### src/rtl/cam_handoff_ring.sv
// Ring of NCAM camera buffers: one camera films at a time, hands filming to its
// successor near full, then holds its data until downloaded or flushed.
module cam_handoff_ring #(
    parameter  int NCAM      = 2,
    parameter  int DEPTH     = 100,
    parameter  int STBY_PCT  = 80,
    parameter  int FILM_PCT  = 90,
    parameter  int FLUSH_PCT = 50,
    localparam int CW        = $clog2(DEPTH + 1)
) (
    input  logic                 clock,
    input  logic                 reset_n,
    input  logic                 tick,
    input  logic                 start,
    input  logic [NCAM-1:0]      download,
    output logic [3*NCAM-1:0]    cam_state,
    output logic [CW*NCAM-1:0]   fill,
    output logic [NCAM-1:0]      ready_to_download,
    output logic [2:0]           active_idx,
    output logic [NCAM-1:0]      overflow
);

    typedef enum logic [2:0] {
        ST_IDLE    = 3'd0,
        ST_STANDBY = 3'd1,
        ST_FILM    = 3'd2,
        ST_HOLD    = 3'd3,
        ST_DRAIN   = 3'd4
    } cam_st_e;

    localparam int T_STBY_I  = (DEPTH * STBY_PCT) / 100;
    localparam int T_FILM_I  = (DEPTH * FILM_PCT) / 100;
    localparam int T_FLUSH_I = (DEPTH * FLUSH_PCT) / 100;

    localparam logic [CW-1:0] T_STBY  = CW'(T_STBY_I);
    localparam logic [CW-1:0] T_FILM  = CW'(T_FILM_I);
    localparam logic [CW-1:0] T_FLUSH = CW'(T_FLUSH_I);
    localparam logic [CW-1:0] FULL    = CW'(DEPTH);
    localparam logic [CW-1:0] ONE     = CW'(1);

    if (NCAM < 2 || NCAM > 8) begin : g_bad_ncam
        $error("cam_handoff_ring: NCAM must be in 2..8");
    end
    if (!(T_FLUSH_I < T_STBY_I && T_STBY_I < T_FILM_I && T_FILM_I <= DEPTH)) begin : g_bad_thr
        $error("cam_handoff_ring: thresholds must satisfy T_FLUSH < T_STBY < T_FILM <= DEPTH");
    end

    function automatic int succ(input int i);
        return (i + 1) % NCAM;
    endfunction

    function automatic int pred(input int i);
        return (i + NCAM - 1) % NCAM;
    endfunction

    cam_st_e         state_q [NCAM];
    cam_st_e         state_d [NCAM];
    logic [CW-1:0]   fill_q  [NCAM];
    logic [CW-1:0]   fill_d  [NCAM];
    logic [NCAM-1:0] ovf_q, ovf_d;

    logic [NCAM-1:0] handoff;
    logic [NCAM-1:0] stby_req;
    logic            all_idle;

    // A successor that is itself filming (the NCAM=2 wrap) is busy, so it never
    // qualifies as a handoff target.
    always_comb begin
        // NOTE: every combinational output gets a default before any branch so no latch is inferred.
        all_idle = 1'b1;
        handoff  = '0;
        stby_req = '0;
        for (int i = 0; i < NCAM; i++) begin
            if (state_q[i] != ST_IDLE) all_idle = 1'b0;
            handoff[i]  = (state_q[i] == ST_FILM) && (fill_q[i] >= T_FILM) &&
                          ((state_q[succ(i)] == ST_IDLE) || (state_q[succ(i)] == ST_STANDBY));
            stby_req[i] = (state_q[i] == ST_FILM) && (fill_q[i] >= T_STBY) &&
                          (state_q[succ(i)] == ST_IDLE);
        end
    end

    always_comb begin
        for (int i = 0; i < NCAM; i++) begin
            state_d[i] = state_q[i];
            fill_d[i]  = fill_q[i];
            ovf_d[i]   = ovf_q[i];
            case (state_q[i])
                ST_IDLE: begin
                    if (i == 0 && start && all_idle) state_d[i] = ST_FILM;
                    else if (handoff[pred(i)])        state_d[i] = ST_FILM;
                    else if (stby_req[pred(i)])       state_d[i] = ST_STANDBY;
                end
                ST_STANDBY: begin
                    if (handoff[pred(i)]) state_d[i] = ST_FILM;
                end
                ST_FILM: begin
                    if (handoff[i]) begin
                        state_d[i] = ST_HOLD;
                    end else begin
                        if (tick && fill_q[i] != FULL) fill_d[i] = fill_q[i] + ONE;
                        if (fill_d[i] == FULL) ovf_d[i] = 1'b1;
                    end
                end
                ST_HOLD: begin
                    // Download beats flush when both are possible.
                    if (download[i]) begin
                        state_d[i] = ST_DRAIN;
                    end else if (fill_q[succ(i)] >= T_FLUSH) begin
                        state_d[i] = ST_IDLE;
                        fill_d[i]  = '0;
                    end
                end
                ST_DRAIN: begin
                    if (fill_q[i] == '0) begin
                        state_d[i] = ST_IDLE;
                    end else if (tick) begin
                        fill_d[i] = fill_q[i] - ONE;
                        if (fill_q[i] == ONE) state_d[i] = ST_IDLE;
                    end
                end
                default: begin
                    state_d[i] = ST_IDLE;
                    fill_d[i]  = '0;
                end
            endcase
        end
    end

    always_ff @(posedge clock or negedge reset_n) begin
        if (!reset_n) begin
            for (int i = 0; i < NCAM; i++) begin
                state_q[i] <= ST_IDLE;
                fill_q[i]  <= '0;
            end
            ovf_q <= '0;
        end else begin
            // NOTE: non-blocking assignments so every flop samples pre-edge values.
            for (int i = 0; i < NCAM; i++) begin
                state_q[i] <= state_d[i];
                fill_q[i]  <= fill_d[i];
            end
            ovf_q <= ovf_d;
        end
    end

    always_comb begin
        active_idx = 3'd7;
        for (int i = 0; i < NCAM; i++) begin
            cam_state[3*i +: 3]   = state_q[i];
            fill[CW*i +: CW]      = fill_q[i];
            ready_to_download[i]  = (state_q[i] == ST_HOLD);
            if (state_q[i] == ST_FILM) active_idx = 3'(i);
        end
    end

    assign overflow = ovf_q;

endmodule

### config.mk
export PLATFORM = sky130hd
export DESIGN_NAME = cam_handoff_ring
export DESIGN_NICKNAME = d
export VERILOG_FILES = /design/src/rtl/cam_handoff_ring.sv
export SDC_FILE = /design/constraint.sdc
export NUM_CORES = 1
export LEC_CHECK = 0
export ABC_AREA = 1
export CELL_PAD_IN_SITES_DETAIL_PLACEMENT = 1
export CELL_PAD_IN_SITES_GLOBAL_PLACEMENT = 1
export CORE_MARGIN = 5
export CORE_UTILIZATION = 41
export DETAILED_ROUTE_END_ITERATION = 8
export PLACE_DENSITY_LB_ADDON = 0.1
export SLEW_MARGIN = 10
export SYNTH_ARGS = -nofsm -noshare
export SYNTH_HDL_FRONTEND = slang
export SYNTH_SLANG_ARGS = --single-unit
### constraint.sdc
create_clock -name clock -period 4.8 [get_ports clock]
set_clock_uncertainty 0.05 [all_clocks]
set_input_delay 0.48 -clock clock [delete_from_list [all_inputs] [get_ports clock]]
set_output_delay 0.48 -clock clock [all_outputs]
set_load 0.01 [all_outputs]
Word-level counts from Yosys, hierarchy flattened
Index checks and enable logic that the tools add are counted.
{"block": "word_totals", "ff_bits": 22, "inputBits": 6, "output_inout_bits": 27, "elab_cells": 126}
{"block": "op_classes", "add_sub_neg": 4, "n_lt_le_gt_ge": 6, "eq_ne": 36, "n_mux": 43, "n_bitwise": 4, "reduce_logical": 27}
{"op": "$mux 7", "n": 16}
{"op": "$mux 3", "n": 21}
{"op": "$pmux 7 s4", "n": 2}
{"op": "$pmux 3 s5", "n": 2}
{"op": "$ge 7x7->1 const B", "n": 4}
{"op": "$ne 2x2->1 const B", "n": 12}
{"op": "$reduce_and 6->1", "n": 4}
{"op": "$ne 3x3->1 const B", "n": 5}
{"op": "$add 7x1->7 const B", "n": 2}
{"op": "$eq 7x1->1 const B", "n": 2}
{"op": "$eq 7x7->1 const B", "n": 2}
{"op": "$ge 7x6->1 const B", "n": 2}
{"op": "$logic_not 7->1", "n": 2}
{"op": "$ne 7x7->1 const B", "n": 2}
{"op": "$sub 7x1->7 const B", "n": 2}
{"op": "$eq 3x2->1 const B", "n": 4}
{"op": "$logic_and 1x1->1", "n": 11}
{"op": "$eq 3x1->1 const B", "n": 2}
{"op": "$eq 3x3->1 const B", "n": 2}
{"op": "$logic_not 3->1", "n": 2}
{"op": "$ne 3x2->1 const B", "n": 2}
{"op": "$reduce_and 3->1", "n": 2}
{"op": "$reduce_bool 3->1", "n": 2}
{"op": "$ne 2x1->1 const B", "n": 2}
{"op": "other kinds (5)", "n": 11}

Logic depth before layout (Yosys ltp)
Gate-level depths: netlist of run 1.
{"block": "logic_depth", "word_depth": 7, "ltp_mapped": 13, "ltp_nobuf": 13}

Least setup slack after synthesis of run 1
Ideal clock, no wire load.
{"block": "synth_path", "path_kind": "register -> register", "from": "reg fill_q (netlist bit fill[0])", "to": "reg fill_q (netlist bit fill[0])", "setup_ps": 126, "arrival_time_ps": 1633, "required_ps": 4624, "setup_slack_ps": 2992, "path_stages_with_launch": 12, "path_buffers": 1, "period_less_slack_ps": 1808, "path_cell_list": "dfrtp_1 inv_1 ha_1 nand3_1 nand2_1 nand2_1 nand2_1 nand2_2 nand2_2 nor3_4 buf_6 o21ai_1"}
{"block": "synth_via", "elab_chain_cells": 7, "elab_cells_between_ends": 18, "cone_classes": "add/sub (2); order compare (1); eq/ne (3); mux (7); reduce/logical (5)"}
{"item": "start: declaration", "line": "58", "text": "logic [CW-1:0] fill_q [NCAM];"}
{"item": "start signal: indexed assignment", "line": "140", "text": "fill_q[i] <= fill_d[i];"}
{"item": "branches (longest 7 deep; another with $add 7x1->7)"}
Parallel ways; which one is timed is not known. The select of a mux whose other input is x is not followed.
A chain may end at the register's enable or synchronous reset.

Worst setup path after layout of run 1
{"block": "layout_path", "from": "reg state_q (netlist bit cam_state[2])", "to": "out active_idx[0]"}
{"block": "layout_via", "elab_chain_cells": 3}
{"item": "start: declaration", "line": "56", "text": "cam_st_e state_q [NCAM];"}
{"item": "start signal: indexed assignment", "line": "139", "text": "state_q[i] <= state_d[i];"}
{"item": "$eq 3x2->1", "line": "152", "text": "if (state_q[i] == ST_FILM) active_idx = 3'(i);"}
{"item": "$mux 3 (2 in a row)", "line": "152"}
{"item": "end: declaration", "line": "19", "text": "output logic [2:0] active_idx,"}
No other way between the ends.

==> results of run 1 <==
cells by family after synthesis:
family | Yosys count | share of synthesized area (%)
AOI/OAI and AO/OA | 41 | 10.1
and+or+nand+nor | 249 | 47.3
xor gates and xnor gates | 7 | 2.65
DFF | 22 | 23.8
buffers and inverters | 52 | 10.8
adders and majority gates | 10 | 5.40
worst paths after layout:
path / from / to / slack [ns] / cells past startpoint
max in group asynchronous: reset_n / cam_state[5] / 3.95 / 2
setup reg to reg: fill[0] / fill[0] / 2.49 / 11
min in group asynchronous: reset_n / cam_state[0] / 0.51 / 2
setup / recovery: cam_state[2] / active_idx[0] / 2.35 / 5
hold / removal: overflow[0] / overflow[0] / 0.43 / 2
hold reg to reg: overflow[0] / overflow[0] / 0.43 / 2
placed cells by master (no fill, tap or decap), types with 5 or more instances in the layout:
master	Yosys	final
ha_1	10	10
nor2_1	34	34
o22ai_1	6	6
o21ai_1	10	10
inv_1	29	29
clkdlybuf4s50_1	0	32
nand2_2	9	9
o21ai_0	12	12
a21oi_1	5	5
nand2_1	146	146
nand3b_1	6	6
inv_2	10	10
dfrtp_1	22	22
nand3_1	30	30
nand4_1	12	12
worst max-delay path, stage by stage, from the launching register on:
cell and delay [ns]:
dfrtp_1 0.47, inv_2 0.13, nand3_2 0.21, inv_1 0.27
nand2_1 0.08, clkdlybuf4s50_1 0.49
area by class of cell:
cell class | instances | area, um2 | share of cell area (%)
Tap cell | 72 | 90.1 | 3.36
Sequential cell | 22 | 551 | 20.6
Multi-Input combinational cell | 307 | 1520 | 56.6
Inverter | 40 | 153 | 5.70
Clock buffer | 3 | 41.3 | 1.54
Timing Repair Buffer | 33 | 328 | 12.2
metrics by stage:
step | power, W | util (%)
after global routing | 0.00196 | 48.6
after CTS | 0.00179 | 48.6
after global placement | 0.00162 | 47.9
final | 0.00178 | 48.6
after detailed placement | 0.00165 | 47.9
after floorplan | 0.00126 | -
power breakdown:
group          total (W)  internal, W  switching (W)
clock network   0.000127    0.0000565      0.0000709
registers       0.000431     0.000253       0.000178
logic            0.00122     0.000472       0.000749
total            0.00178     0.000781       0.000998
flip-flops by register name, indices dropped and copies added (netlist names):
signal     count
fill          14
overflow       2
cam_state      6
layer usage:
layer  track usage [%]  wire length [um]  up-vias
li1                  -                 -     1272
met1              29.9              3580     1231
met2              35.8              3400       55
met3              2.23               362       11
met4              5.04               105        0
met5                 0                 0        -
==> flow_summary.yaml, run 1 <==
cts:
  ctsHoldBuffers: 0
  clk_latency_ns: 0.27
  post_cts_buffers: 0
  cts.root.buffer_cell: "clkbuf_8"
  clk_pin_slew_ns: 0.09
  clk_path_buf_depth: 2
  cts_tree: "built"
  cts_buffers: 3
  clock_sinks: 22
  cts_resized: 0
  cts_max_level: 1
placed_design:
  dp_hpwl_um: 5830
  placed_cells: 474
  postPlaceCellArea_um2: 2640
  finalWeightedCongestion: 0.870
  pre_cts_ws_ns: 2.40
  portBuffers: 32
routing:
  dr.pass1.iters: 4
  num_vias: 2569
  drt-total-wl_um: 7450
  drtIter0Drc: 125
  drc: 0
  wl_per_cell_um: 15.6
  via_per_inst: 5.39
  ant_nets: 0
die:
  die_y_um: 85.2
  dieWidth_um: 85.2
  initial_utilization_pct: 42.1
  rows: 27
  core_area_um2: 5510
  die_area_um2: 7250
  ioPinCount: 33
power_and_ir_drop:
  ir_worst_vdd_v: 0.000270
  power_density_nw_per_um2: 664
  p_leak_nw: 1.39
run:
  max_cap_violations: 0
layout:
  synthToLayoutAreaGrowth_pct: 15.6
  fin_area_um2: 2680
  fin_nets: 423
  drive_gt1_share_pct: 8.64
  n_antenna_cell: 0
  fillCellCount: 793
  fin_cells: 477
sta:
  min_period_ns: 2.45
  drv_slew: 0
  timing.final.hold_violations: 0
  setup_tns_ns: 0
  max_slew_margin_pct: 55.6
  setup_ws_ns: 2.35
  whs_ns: 0.425
  tightest_slew_ns: 0.664
  max_freq_mhz: 408
  setup_viol: 0
  rsz0062_at_grt: "false"
  fin_crit_sh_pct: 51.1
critical_path:
  required_ns: 4.27
  crit_path_start_kind: "flop"
  crit_arrival_ns: 1.92
  cp-end-kind: "primary output"
  path_max_fanout: 8
  worstSetupPathType: "flop to primary output"
synth:
  synth_warnings: 0
  syn_inst: 381
  netlist_area_um2: 2320
  yosysTopAreaCell: "dfrtp_1"
  yosys.area.top_type_share_pct: 23.8
  syn_area_per_cell_um2: 6.08
  synth_ff_type: "dfrtp_1"
  synth_edf_count: 0
  synth_area_leaders: "dfrtp_1 24%, nand2_1 24%, nand3_1 6.5%"
  synth_most_common_cell: "nand2_1"
  synth-seq-area-share_pct: 23.8
  yosys_register_bits: 22
  synth_cell_types: 30
  synth_commonest_cells: "146 x nand2_1, 34 x nor2_1, 30 x nand3_1, 29 x inv_1, 22 x dfrtp_1"
  synth-async-reset-ratio_pct: 100
  syn_nets: 397
worst_hold_path:
  hp-class: "flop to flop"
run_status:
  status: "complete, no violations"
global_routing:
  grt_usage_pct: 21.5
  grt_overflow: 0
  antenna_found_initial: 0
  first_global_vias: 2578
  grt_first_pass_wirelength_um: 12700
  grt_max_degree: 23
Note: power is estimated with default switching activity, not from simulation.
==> run 2, diff against run 1 <==
--- a/config.mk
+++ b/config.mk
@@ -9,7 +9,7 @@
 export CELL_PAD_IN_SITES_DETAIL_PLACEMENT = 1
 export CELL_PAD_IN_SITES_GLOBAL_PLACEMENT = 1
 export CORE_MARGIN = 5
-export CORE_UTILIZATION = 41
+export CORE_UTILIZATION = 34
 export DETAILED_ROUTE_END_ITERATION = 8
 export PLACE_DENSITY_LB_ADDON = 0.1
 export SLEW_MARGIN = 10
==> constraint.sdc (replaced) <==
create_clock -name clock -period 2.1 [get_ports clock]
set_clock_uncertainty 0.05 [all_clocks]
set_input_delay 0.21 -clock clock [delete_from_list [all_inputs] [get_ports clock]]
set_output_delay 0.21 -clock clock [all_outputs]
set_load 0.01 [all_outputs]
==> run 2 against run 1 <==
Compared with the run above: routed wire length increased by 6.0%; die area increased by 18%; first-iteration DRC count down 50%; sequential share of layout area shrank 1.0 points; worst setup slack lost 2.2 ns; via count up 0.58%; largest cell class unchanged; combinational power rose by 150%; sequential cell count unchanged; sequential power rose by 100%; clock power increased to 2.7 times the previous value.
==> flow_summary.yaml, run 2 (same netlist as run 1, synthesis figures left out) <==
critical_path:
  path_max_fanout: 9
  crit_path_start_kind: "flop"
  worstSetupPathType: "flop to primary output"
  crit_arrival_ns: 1.74
  cp-end-kind: "primary output"
  required_ns: 1.84
die:
  ioPinCount: 33
  dieWidth_um: 92.5
  core_area_um2: 6720
  die_area_um2: 8560
  initial_utilization_pct: 34.5
  die_y_um: 92.5
  rows: 30
layout:
  synthToLayoutAreaGrowth_pct: 21.9
  largest_reg_flops: 14
  drive_gt1_share_pct: 12.6
  fin_cells: 501
  final_cell_mix: "146 x nand2_1, 34 x nor2_1, 32 x clkdlybuf4s50_1"
  fin_nets: 438
  final_common_cell: "nand2_1"
  n_antenna_cell: 0
cts:
  clk_latency_ns: 0.28
  clock_sinks: 22
  ctsHoldBuffers: 0
  cts_max_level: 1
  clk_pin_slew_ns: 0.11
  cts_tree: "built"
  cts_buffers: 3
  post_cts_buffers: 0
  clk_path_buf_depth: 2
  cts.root.buffer_cell: "clkbuf_8"
global_routing:
  grt_usage_pct: 19.1
  grt_max_degree: 23
  grt_first_pass_wirelength_um: 13200
  antenna_found_initial: 0
  first_global_vias: 2612
  grt_overflow: 0
placed_design:
  portBuffers: 32
  placed_cells: 497
  finalWeightedCongestion: 0.898
  dp_hpwl_um: 6240
sta:
  fin_crit_sh_pct: 95.2
  tightest_slew_ns: 0.436
  timing.final.hold_violations: 0
  max_slew_margin_pct: 70.9
  min_period_ns: 2.00
  drv_slew: 0
  rsz0062_at_grt: "false"
  setup_viol: 0
  setup_tns_ns: 0
  max_freq_mhz: 500
power_and_ir_drop:
  power_density_nw_per_um2: 1500
  ir_worst_vdd_v: 0.000536
  p_leak_nw: 1.47
routing:
  ant_nets: 0
  num_vias: 2584
  drc: 0
  drt-total-wl_um: 7900
  dr.pass1.iters: 4
  via_per_inst: 5.16
  drtIter0Drc: 63
  wl_per_cell_um: 15.8
run_status:
  status: "complete, no violations"
worst_hold_path:
  hp-class: "primary input to asynchronous set/reset pin"
run:
  max_cap_violations: 0
run 2: cell count changes in the layout (fill, tap and decap cells not counted):
cell,delta
inv_1,-1
clkbuf_8,+1
nand3_2,-1
buf_4,+15
inv_2,+1
dfrtp_1,-1
nand3_4,+1
dfrtp_2,+1
run 2: layer usage:
layer	global-route usage, %	share of wire (%)	wire length, um	vias up
met3	2.11	2.4	187	4
met5	0	0	0	-
met1	23.4	45	3560	1246
met4	3.59	0.56	44	0
li1	-	-	-	1302
met2	35.8	52	4110	32
run 2: metrics by stage:
step	hold WS, ns	setup slack (ns)	utilization, %	instance area (um2)	power (W)
global route	0.278	0.0159	42.0	2820	0.00464
CTS	0.262	0.0144	41.9	2810	0.00425
finish	0.248	0.101	42.0	2820	0.00422
floorplan	-0.136	0.292	-	2320	0.00288
global placement	0.405	0.273	41.1	2760	0.00385
detailed placement	0.404	0.250	41.1	2760	0.00389
run 2: layout make-up:
cell class              instances  area (um2)
fillers                       913        3900
flip-flops and latches         22         552
repair buffers                 48         440
inverters                      40         153
well taps                      80         100
clock buffers                   4        55.1
multi-input cells             307        1520
run 2: worst max-delay path, stage by stage, from the launching register on:
cell and delay, ns:
dfrtp_1 0.47, inv_1 0.18, nand3_4 0.16, nand2_1 0.11, clkdlybuf4s50_1 0.55
run 2: path summary, 6_finish.rpt:
path | startpoint | slack, ns | endpoint | cells past startpoint
setup / recovery | cam_state[5] | 0.10 | active_idx[0] | 4
hold / removal | reset_n | 0.25 | cam_state[0] | 2
setup reg to reg | fill[10] | 0.21 | fill[5] | 9
hold reg to reg | overflow[0] | 0.43 | overflow[0] | 2
max in group asynchronous | reset_n | 1.47 | cam_state[2] | 2
min in group clock | overflow[0] | 0.43 | overflow[0] | 2
run 2: repair_timing:
action	in CTS	in global routing
pin swaps	0	0
setup endpoints to repair	1	3
resized for setup	1	2
run 2: report_power, final:
group	internal [W]	leakage, nW	switching, W	total [W]
logic	0.00120	1.16	0.00179	0.00299
registers	0.000576	0.284	0.000306	0.000882
clock network	0.000168	0.0288	0.000180	0.000348
total	0.00195	1.47	0.00228	0.00422
==> run 3, diff against run 2 <==
--- a/config.mk
+++ b/config.mk
@@ -6,11 +6,13 @@
 export NUM_CORES = 1
 export LEC_CHECK = 0
 export ABC_AREA = 1
+export ABC_CLOCK_PERIOD_IN_PS = 2100
 export CELL_PAD_IN_SITES_DETAIL_PLACEMENT = 1
 export CELL_PAD_IN_SITES_GLOBAL_PLACEMENT = 1
 export CORE_MARGIN = 5
 export CORE_UTILIZATION = 34
 export DETAILED_ROUTE_END_ITERATION = 8
+export GPL_TIMING_DRIVEN = 0
 export PLACE_DENSITY_LB_ADDON = 0.1
 export SLEW_MARGIN = 10
 export SYNTH_ARGS = -nofsm -noshare
==> run 3 against run 2 <==
Compared with the run above: sequential power decreased by 6.7%; hold slack improved by 0.17 ns; routed wire length decreased by 2.3%; cell count increased by 0.40%; clock-buffer cell count unchanged; sequential cell count unchanged; global-route usage decreased by 0.50 points; via count increased by 0.27%; sequential share of layout area about the same; non-clock buffer count increased by 2; fmax increased by 0.88%; first-iteration DRC count increased by 3.2%; highest routed layer unchanged.
==> flow_summary.yaml, run 3 (same netlist as run 1, synthesis figures left out) <==
run_status:
  status: "complete, no violations"
layout:
  final_common_cell: "nand2_1"
  fillCellCount: 896
  regArea_um2: 561
  largest_reg_flops: 14
  drive_gt1_share_pct: 16.1
  n_antenna_cell: 0
  fin_nets: 440
  final_cell_mix: "146 x nand2_1, 34 x nor2_1, 31 x clkdlybuf4s50_1"
  multi_input_area_um2: 1540
  synthToLayoutAreaGrowth_pct: 24.0
global_routing:
  grt_max_degree: 23
  grt_overflow: 0
  grt_usage_pct: 18.6
  first_global_vias: 2603
  antenna_found_initial: 0
  grt_first_pass_wirelength_um: 12800
sta:
  setup_tns_ns: 0
  fin_crit_sh_pct: 94.4
  drv_slew: 0
  max_slew_margin_pct: 60.4
  timing.final.hold_violations: 0
  max_freq_mhz: 505
  rsz0062_at_grt: "false"
  tightest_slew_ns: 0.593
  whs_ns: 0.420
  min_period_ns: 1.98
  setup_viol: 0
worst_hold_path:
  hold_path_depth: 2
  hp-class: "flop to flop"
routing:
  num_vias: 2591
  drt-total-wl_um: 7720
  wl_per_cell_um: 15.3
  drc: 0
  dr.pass1.iters: 4
  via_per_inst: 5.15
  ant_nets: 0
  drtIter0Drc: 65
critical_path:
  required_ns: 1.84
  crit_arrival_ns: 1.72
  cp-end-kind: "primary output"
  crit_path_start_kind: "flop"
  worstSetupPathType: "flop to primary output"
  reg2regPathDepth: 12
  path_max_fanout: 9
cts:
  cts_tree: "built"
  clock_sinks: 22
  cts.root.buffer_cell: "clkbuf_8"
  clk_latency_ns: 0.27
  clk_path_buf_depth: 2
  cts_buffers: 3
  clk_pin_slew_ns: 0.09
  cts_max_level: 1
placed_design:
  dp_hpwl_um: 6030
  portBuffers: 32
  finalWeightedCongestion: 0.835
run:
  max_cap_violations: 0
die:
  die_area_um2: 8560
  core_area_um2: 6720
  die_y_um: 92.5
  dieWidth_um: 92.5
  initial_utilization_pct: 34.5
  ioPinCount: 33
  rows: 30
power_and_ir_drop:
  p_leak_nw: 1.48
  ir_worst_vdd_v: 0.000547
  power_density_nw_per_um2: 1520
## run 3: cell types whose count changed in the layout (fill, tap and decap cells not counted), sizes merged
cell	previous run	this run
clkdlybuf4s50	32	31
clkbuf	4	5
buf	16	17
dlygate4sd3	0	1
## run 3: area by class of cell
cell class | instances | share of cell area, %
inverter | 40 | 5.40
clock buffer | 4 | 1.92
tap | 80 | 3.49
sequential | 22 | 19.5
multi-input combinational | 307 | 53.6
timing repair buffer | 38 | 12.6
buffer | 12 | 3.40
## run 3: per-stage QoR
stage	instance area [um2]	instances	total power (W)	setup slack, ns	util (%)
finish	2870	503	0.00437	0.118	42.7
global route	2870	503	0.00481	0.0123	42.7
CTS	2810	497	0.00435	0.0376	41.8
detailed placement	2740	493	0.00396	-0.0428	40.7
global placement	2740	493	0.00390	-0.0121	40.7
floorplan	2320	381	0.00288	0.292	-
## run 3: critical path, stage by stage (launching register included)
cell,delay [ns]
dfrtp_2,0.45
inv_2,0.11
nand3_4,0.15
nand2_1,0.09
inv_1,0.05
buf_4,0.12
clkdlybuf4s50_1,0.48
## run 3: repair_timing
item	4_1_cts	5_1_grt
buffers inserted	0	5
hold buffers	0	1
resized for setup	7	13
setup endpoints to repair	11	17
endpoints found under the hold margin	0	22
## run 3: final timing paths
check                                  start  slack (ns)            end
worst max-delay path            cam_state[5]        0.12  active_idx[2]
worst min-delay path             overflow[0]        0.42    overflow[0]
worst max register to register       fill[8]        0.21       fill[12]
worst min register to register   overflow[0]        0.42    overflow[0]
max in group asynchronous            reset_n        1.14   cam_state[5]
min in group asynchronous            reset_n        0.43   cam_state[1]
## run 3: where the power goes
part	switching, W	total (W)	internal [W]	leakage (nW)
clock network	0.000156	0.000323	0.000167	0.0288
logic	0.00194	0.00323	0.00129	1.18
registers	0.000230	0.000823	0.000594	0.274
total	0.00232	0.00437	0.00205	1.48
## run 3: layer usage
layer / GRT usage (%) / up-vias / routed length [um]
li1: - / 1316 / -
met1: 22.9 / 1228 / 3440
met2: 35.0 / 35 / 4010
met3: 1.79 / 12 / 155
met4: 3.47 / 0 / 114
met5: 0 / - / 0
